===== src/rtl/store_buffer.sv =====
// Posted-store queue: merges back-to-back stores to the same word, drains one word per
// cycle to data memory, and forwards pending bytes to loads per lane.
module store_buffer #(
  parameter int DEPTH = 4,
  parameter int PTR_W = 2
) (
  input  logic        clk,
  input  logic        reset,
  input  logic        st_valid,
  input  logic [31:0] st_addr,
  input  logic [31:0] st_data,
  input  logic [3:0]  st_be,
  input  logic [31:0] st_pc,
  output logic        st_ready,
  input  logic [31:0] ld_addr,
  output logic [31:0] ld_fwd_data,
  output logic [3:0]  ld_fwd_mask,
  output logic        dm_wvalid,
  output logic [31:0] dm_waddr,
  output logic [31:0] dm_wdata,
  output logic [3:0]  dm_wbe,
  output logic [31:0] dm_wpc,
  input  logic        dm_wready,
  output logic        empty
);

  localparam logic [PTR_W:0]   CNT_FULL = (PTR_W+1)'(DEPTH);
  localparam logic [PTR_W:0]   CNT_ONE  = (PTR_W+1)'(1);
  localparam logic [PTR_W-1:0] PTR_ONE  = PTR_W'(1);

  logic [29:0]      waddr_q [DEPTH];
  logic [31:0]      data_q  [DEPTH];
  logic [3:0]       be_q    [DEPTH];
  logic [31:0]      pc_q    [DEPTH];
  logic [PTR_W-1:0] head_q, head_d, tail_q, tail_d, youngest;
  logic [PTR_W:0]   count_q, count_d;
  logic             pop, accept, merge, push;
  logic [31:0]      st_lane_mask;
  logic             unused_addr_lsbs;

  assign unused_addr_lsbs = ^{st_addr[1:0], ld_addr[1:0]};

  assign st_ready  = (count_q != CNT_FULL);
  assign empty     = (count_q == '0);
  assign dm_wvalid = !empty;
  assign dm_waddr  = {waddr_q[head_q], 2'b00};
  assign dm_wdata  = data_q[head_q];
  assign dm_wbe    = be_q[head_q];
  assign dm_wpc    = pc_q[head_q];

  assign youngest = tail_q - PTR_ONE;
  assign pop      = dm_wvalid && dm_wready;
  assign accept   = st_valid && st_ready;
  // The youngest entry cannot absorb a store while it is leaving the buffer.
  assign merge    = accept && !empty && (waddr_q[youngest] == st_addr[31:2])
                    && !((count_q == CNT_ONE) && pop);
  assign push     = accept && !merge;

  for (genvar gi = 0; gi < 4; gi++) begin : g_st_lane
    assign st_lane_mask[8*gi +: 8] = {8{st_be[gi]}};
  end

  always_comb begin
    head_d  = head_q;
    tail_d  = tail_q;
    count_d = count_q;
    if (pop)  head_d = head_q + PTR_ONE;
    if (push) tail_d = tail_q + PTR_ONE;
    if (push && !pop)      count_d = count_q + CNT_ONE;
    else if (pop && !push) count_d = count_q - CNT_ONE;
  end

  always_ff @(posedge clk) begin
    if (!reset) begin
      head_q  <= '0;
      tail_q  <= '0;
      count_q <= '0;
      for (int i = 0; i < DEPTH; i++) begin
        waddr_q[i] <= '0;
        data_q[i]  <= '0;
        be_q[i]    <= '0;
        pc_q[i]    <= '0;
      end
    end else begin
      head_q  <= head_d;
      tail_q  <= tail_d;
      count_q <= count_d;
      if (merge) begin
        data_q[youngest] <= (data_q[youngest] & ~st_lane_mask) | (st_data & st_lane_mask);
        be_q[youngest]   <= be_q[youngest] | st_be;
        pc_q[youngest]   <= st_pc;
      end else if (push) begin
        waddr_q[tail_q] <= st_addr[31:2];
        data_q[tail_q]  <= st_data & st_lane_mask;
        be_q[tail_q]    <= st_be;
        pc_q[tail_q]    <= st_pc;
      end
    end
  end

  // Walk oldest to youngest so the youngest matching entry wins each lane.
  for (genvar gi = 0; gi < 4; gi++) begin : g_fwd_lane
    logic             lane_hit;
    logic [7:0]       lane_byte;
    logic [PTR_W-1:0] idx;
    always_comb begin
      lane_hit  = 1'b0;
      lane_byte = '0;
      idx       = head_q;
      for (int i = 0; i < DEPTH; i++) begin
        idx = head_q + PTR_W'(i);
        if (((PTR_W+1)'(i) < count_q) && (waddr_q[idx] == ld_addr[31:2]) && be_q[idx][gi]) begin
          lane_hit  = 1'b1;
          lane_byte = data_q[idx][8*gi +: 8];
        end
      end
    end
    assign ld_fwd_mask[gi]         = lane_hit;
    assign ld_fwd_data[8*gi +: 8] = lane_byte;
  end

endmodule

===== config.mk =====
export PLATFORM = sky130hd
export DESIGN_NAME = store_buffer
export DESIGN_NICKNAME = d
export VERILOG_FILES = /design/src/rtl/store_buffer.sv
export SDC_FILE = /design/constraint.sdc
export NUM_CORES = 1
export LEC_CHECK = 0
export CAP_MARGIN = 20
export CORE_UTILIZATION = 53
export DETAILED_ROUTE_END_ITERATION = 8
export PLACE_DENSITY = 0.78
export SYNTH_ARGS = -nofsm -noshare
export SYNTH_HDL_FRONTEND = slang
export SYNTH_SLANG_ARGS = --single-unit

===== constraint.sdc =====
create_clock -name clk -period 13.1 [get_ports clk]
set_clock_uncertainty 0.1 [all_clocks]
set_input_delay 3.93 -clock clk [delete_from_list [all_inputs] [get_ports clk]]
set_output_delay 3.93 -clock clk [all_outputs]
set_load 0.02 [all_outputs]

==> results of run 1 <==
power breakdown:
group | internal [mW] | switching, mW | total [mW]
Combinational | 1.21 | 1.36 | 2.57
Sequential | 1.58 | 0.218 | 1.80
Clock | 0.722 | 0.508 | 1.23
Total | 3.52 | 2.08 | 5.60
how the worst min path moves through the flow:
stage,startpoint,cells past startpoint,to
2_1_floorplan,count_q[2],2,count_q[2]
3_3_place_gp,count_q[1],2,count_q[1]
3_5_place_dp,count_q[1],2,count_q[1]
4_1_cts,count_q[1],2,count_q[1]
5_1_grt,count_q[2],2,count_q[2]
6_report,count_q[1],2,count_q[1]
registers in the layout, summed over array words and instances (netlist names), named ones only:
name and count:
tail_q 2, count_q 3, be_q 16, pc_q 128, waddr_q 120, head_q 2
data_q 128
logic make-up (layout without fill, tap and decap cells):
logic type	count (synthesis)	after routing	share of synthesized area
mux	439	439	0.298
other cells	1	2	0.000135
simple gates	605	605	0.115
fa+ha+maj	5	5	0.00225
flops	401	401	0.431
xor+xnor	141	141	0.0445
buf+inv	288	491	0.0472
compound gates	230	230	0.0627
routing by layer:
| layer | routed length, µm | vias to the layer above | part of all wire |
|---|---|---|---|
| li1 | - | 8582 | - |
| met1 | 31100 | 10500 | 0.36 |
| met2 | 41700 | 1405 | 0.49 |
| met4 | 3060 | 8 | 0.036 |
| met5 | 61 | - | 0.00071 |
| met3 | 9780 | 215 | 0.11 |
metrics by stage:
step / power (mW) / cells / area, µm²
5_1_grt: 5.80 / 2994 / 32300
3_5_place_dp: 4.36 / 2919 / 30800
2_1_floorplan: 3.54 / 2111 / 27800
6_report: 5.60 / 2994 / 32300
4_1_cts: 5.58 / 2991 / 32200
3_3_place_gp: 4.31 / 2919 / 30800
critical path, cell delays in order:
cell and delay [ns]:
clkdlybuf4s50_1 0.60, xor2_1 0.51, nor4b_1 0.31, o221ai_1 0.23, nor4_4 0.62, and2_1 0.52, a21oi_1 0.24, a222oi_1 0.71
clkdlybuf4s50_1 0.73
cell usage in the layout (no fill, tap or decap), types with 8 or more instances in the layout:
| master | n |
|---|---|
| a21oi_1 | 17 |
| a222oi_1 | 24 |
| a22oi_1 | 11 |
| and2_1 | 80 |
| and3_1 | 96 |
| buf_4 | 50 |
| clkbuf_1 | 8 |
| clkbuf_16 | 45 |
| clkdlybuf4s50_1 | 267 |
| clkinv_1 | 8 |
| edfxtp_1 | 392 |
| inv_1 | 98 |
| mux2_2 | 13 |
| mux2i_1 | 118 |
| mux4_2 | 308 |
| nand2_1 | 107 |
| nand3_1 | 21 |
| nand4_1 | 28 |
| nor2_1 | 126 |
| nor2b_1 | 33 |
| nor3_1 | 34 |
| nor4_1 | 14 |
| o21a_1 | 97 |
| o21ai_0 | 23 |
| o22ai_1 | 8 |
| or2_2 | 36 |
| xnor2_1 | 115 |
| xor2_1 | 26 |
final cells by class:
type | count | share of cell area
well taps | 680 | 0.0264
clock buffers | 53 | 0.0358
inverters | 98 | 0.0114
repair buffers | 321 | 0.0965
clock inverters | 19 | 0.00698
multi-input cells | 1422 | 0.452
flip-flops and latches | 401 | 0.371
==> qor.yml, run 1 <==
status: "complete, no violations"
synth_warnings: 0
worstMarginPinSlew_ns: 1.08
rsz0062_at_grt: "false"
cts_max_level: 2
synth_edf_count: 392
post-cts-setup-buffers: 0
gr-total-overflow: 0
clk_path_buf_depth: 3
port_buffers: 268
ctsResizeCount: 0
antenna_found_initial: 5
max_freq_mhz: 80.4
rows: 83
crit_end: "ld_fwd_data[29]"
fin_util: 0.627
required_ns: 9.07
n_fill_cell: 3910
drc_errors: 0
r2r_setup_slack_ns: 7.07
detail_route.first_pass.iterations: 6
cts_tree: "yes"
grt_pass1_vias: 20500
grt_max_degree: 69
fin_hold_ws_ns: 0.498
layout_worst_path_cycle_share: 0.950
ys_seq_area_frac: 0.431
routedWlPerCell_um: 28.6
antenna_left: 0
drtIter0Drc: 2308
postSynthCellCount: 2110
diodes: 0
max-cap-violations: 0
clk_pin_slew_ns: 0.06
r2r_cells: 11
die_h_um: 231
fp.dieW_um: 231
area_delta_synth_final_pct: 16.3
insertion_delay_ns: 0.58
yosysTopAreaCell: "edfxtp_1"
ios: 275
rr_startpoint: "tail_q[0]"
drive_above_1_share: 0.216
die_area_um2: 53300
relSlewSlack: 0.280
synth_top_area_share: 0.424
hold_buffers: 0
clock-root-buffer: "clkbuf_16"
leakagePower_nw: 11.3
multiInputGateArea_um2: 14600
ys_top_cells_by_area: "edfxtp_1 (42%), mux4_2 (25%), mux2i_1 (4.3%)"
setup_slack_ns: 0.657
pwr_density_cell_nw_per_um2: 174
finalWirelength_um: 85600
grt_pass1_wl_um: 128000
crit_fanout: 10
startpoint: "ld_addr[14]"
grt.met3_usage: 0.0698
regArea_um2: 12000
post-synth-top-count-cell: "edfxtp_1"
grt_util_met1: 0.429
synth_area_um2: 27800
grt-busiest-layer: "met2"
min_path_type: "reg2reg"
finalSetupViolations: 0
synth-seq-cells: 401
via_per_inst: 6.91
routabilityCongestion: 1.00
synth_cell_types: 64
fin_nets: 2428
endpoint_kind: "output port"
timing.final.crit_period_ns: 12.44
fp.coreArea_um2: 51500
initial_core_util: 0.539
worstReg2RegEnd: "data_q[2][7]"
hold_viol_final: 0
async_flop_share: 0
drv_slew: 0
setup.worst_path.class: "in2out"
fin_setup_tns_ns: 0
dp_hpwl_um: 55500
grt_use_met2: 0.522
vdd_drop_max_mv: 0.126
syn_area_per_cell_um2: 13.2
synth_commonest_cells: "edfxtp_1 (392), mux4_2 (308), nor2_1 (129), mux2i_1 (118), xnor2_1 (115)"
synth_top_flop_cell: "edfxtp_1"
via_count: 20700
place_ws_ns: 0.782
clkSinkCount: 401
grt_usage: 0.323
numCtsBuffers: 43
arrival_ns: 8.41
cp-start-kind: "input pin"
Power figures use the tool's default switching activity.
==> run 2, diff against run 1 <==
--- a/config.mk
+++ b/config.mk
@@ -6,8 +6,9 @@
 export NUM_CORES = 1
 export LEC_CHECK = 0
 export CAP_MARGIN = 20
-export CORE_UTILIZATION = 53
+export CORE_UTILIZATION = 59
 export DETAILED_ROUTE_END_ITERATION = 8
+export DONT_BUFFER_PORTS = 1
 export PLACE_DENSITY = 0.78
 export SYNTH_ARGS = -nofsm -noshare
 export SYNTH_HDL_FRONTEND = slang
==> qor.yml, run 2 (synthesized netlist as in run 1, its figures left out) <==
status: "complete, no violations"
routabilityCongestion: 0.983  # -1.7%
grt_pass1_vias: 18900  # -7.7%
clk_path_buf_depth: 3  # unchanged
via_per_inst: 7.38  # +6.7%
ctsResizeCount: 0  # unchanged
gr-total-overflow: 0  # unchanged
layout_common_cells: "edfxtp_1 (392), mux4_2 (308), nor2_1 (126)"
arrival_ns: 7.83  # -0.58 ns
drc_errors: 0  # unchanged
hold_buffers: 0  # unchanged
hold_viol_final: 0  # unchanged
cts_tree: "yes"
cp_slowest_stage_delay_ns: 1.05  # +0.32 ns
crit_end: "ld_fwd_data[27]"
via_count: 19600  # -5.5%
antenna_left: 0  # unchanged
routedWlPerCell_um: 31.1  # +8.6%
die_h_um: 219  # -5.2%
min_path_type: "reg2reg"
rr_startpoint: "tail_q[0]"
insertion_delay_ns: 0.60  # +0.02 ns
die_area_um2: 47900  # -10%
finalWirelength_um: 82300  # -3.9%
crit_fanout: 9  # -1
setup_slack_ns: 1.24  # +0.580 ns
numCtsBuffers: 45  # +4.7%
fp.dieW_um: 219  # -5.2%
endpoint_kind: "output port"
leakagePower_nw: 10.2  # -9.5%
r2r_cells: 11  # unchanged
port_buffers: 0  # -100%
drv_slew: 0  # unchanged
slowest_stage: "a222oi_1"
max_freq_mhz: 84.3  # +4.9%
final_common_cell: "edfxtp_1"
initial_core_util: 0.597  # +0.0586
relSlewSlack: 0.244  # -0.0357
antenna_found_initial: 4  # -1
area_delta_synth_final_pct: 6.05
fin_setup_tns_ns: 0  # unchanged
vdd_drop_max_mv: 0.157  # +24%
cp-start-kind: "input pin"
required_ns: 9.07  # about the same
fp.coreArea_um2: 46500  # -9.8%
timing.final.crit_period_ns: 11.86  # -0.580 ns
clk_pin_slew_ns: 0.06  # about the same
drtIter0Drc: 2577  # +12%
largestRegisters: "data_q x128, pc_q x128, waddr_q x120"
path_cells: "xnor2_1 > o2111ai_1 > or4b_2 > nor4_4 > nand4_1 > mux2i_1 > a222oi_1"
grt_pass1_wl_um: 121000  # -6.0%
rows: 79  # -4.8%
detail_route.first_pass.iterations: 6  # unchanged
drive_above_1_share: 0.241  # +0.0254
setup.worst_path.class: "in2out"
worstMarginPinSlew_ns: 1.13  # +0.0535 ns
dp_hpwl_um: 52600  # -5.2%
max-cap-violations: 0  # unchanged
path_buf_inv: 0  # -2
layout_worst_path_cycle_share: 0.906  # -0.0443
cts_max_level: 2  # unchanged
pwr_density_cell_nw_per_um2: 180  # +3.6%
grt_max_degree: 71  # +2.9%
grt_usage: 0.344  # +0.0214
place_ws_ns: 1.41  # +0.629 ns
fin_nets: 2147  # -12%
startpoint: "ld_addr[28]"
rsz0062_at_grt: "false"
clock-root-buffer: "clkbuf_16"
worstReg2RegEnd: "data_q[2][0]"
r2r_setup_slack_ns: 7.04  # -0.03 ns
ios: 275  # unchanged
clkSinkCount: 401  # unchanged
finalSetupViolations: 0  # unchanged
post-cts-setup-buffers: 0  # unchanged
crit_cells: 7  # -2
critPathTopFamily: "simple AND/OR/NAND/NOR gates"
## run 2: cell count changes in the layout (fill, tap and decap cells not counted), moves of 2 or more
cell             before  now
clkdlybuf4s50_1     267    0
buf_4                50   34
clkinv_2              5   10
clkinvlp_4            0    3
bufinv_16             5    3
diode_2               0    2
## run 2: cell type report
type	instances	area (µm²)
tap	607	759
clock buffer	55	1180
sequential	401	12000
multi-input combinational	1422	14600
timing repair buffer	38	318
antenna	2	5.00
fill	3445	17000
inverter	98	368
clock inverter	27	248
## run 2: worst register-to-register path, cell delays in order (launching register included)
cell and delay [ns]:
dfxtp_4 0.71, buf_4 0.76, mux4_2 0.46, xnor2_1 0.55
nand4_1 0.31, nor4_1 0.59, nand2_1 0.29, mux2_2 0.35
nand3_1 0.08, buf_4 0.32, nand2_4 0.36, buf_4 0.76
## run 2: worst min-delay path by stage
stage | start | endpoint | slack, ns | depth (start not counted)
finish | count_q[1] | count_q[1] | 0.49 | 2
global route | count_q[1] | count_q[1] | 0.57 | 2
CTS | count_q[1] | count_q[1] | 0.49 | 2
detailed placement | count_q[1] | count_q[1] | 0.48 | 2
global placement | count_q[1] | count_q[1] | 0.46 | 2
floorplan | count_q[2] | count_q[2] | 0.40 | 2
## run 2: through the flow
| stage | std cells | power (mW) | util | instance area, µm² | hold slack (ns) |
|---|---|---|---|---|---|
| 6_report | 2650 | 5.29 | 0.634 | 29400 | 0.493 |
| 5_1_grt | 2649 | 5.48 | 0.634 | 29400 | 0.569 |
| 4_1_cts | 2645 | 5.27 | 0.633 | 29400 | 0.489 |
| 3_5_place_dp | 2563 | 4.03 | 0.602 | 28000 | 0.480 |
| 3_3_place_gp | 2563 | 3.98 | 0.602 | 28000 | 0.461 |
| 2_1_floorplan | 2111 | 3.54 | - | 27800 | 0.396 |
## run 2: power breakdown
group          internal [mW]  switching (mW)  total, mW
registers               1.58           0.232       1.82
logic                  0.962            1.27       2.23
clock network          0.707           0.539       1.25
## run 2: per-layer routing
layer / wire (µm) / global-route usage / vias up
met5: 45 / 0 / -
met4: 3320 / 0.122 / 6
met3: 10900 / 0.101 / 218
met2: 38400 / 0.529 / 1442
met1: 29700 / 0.468 / 9845
li1: - / - / 8039
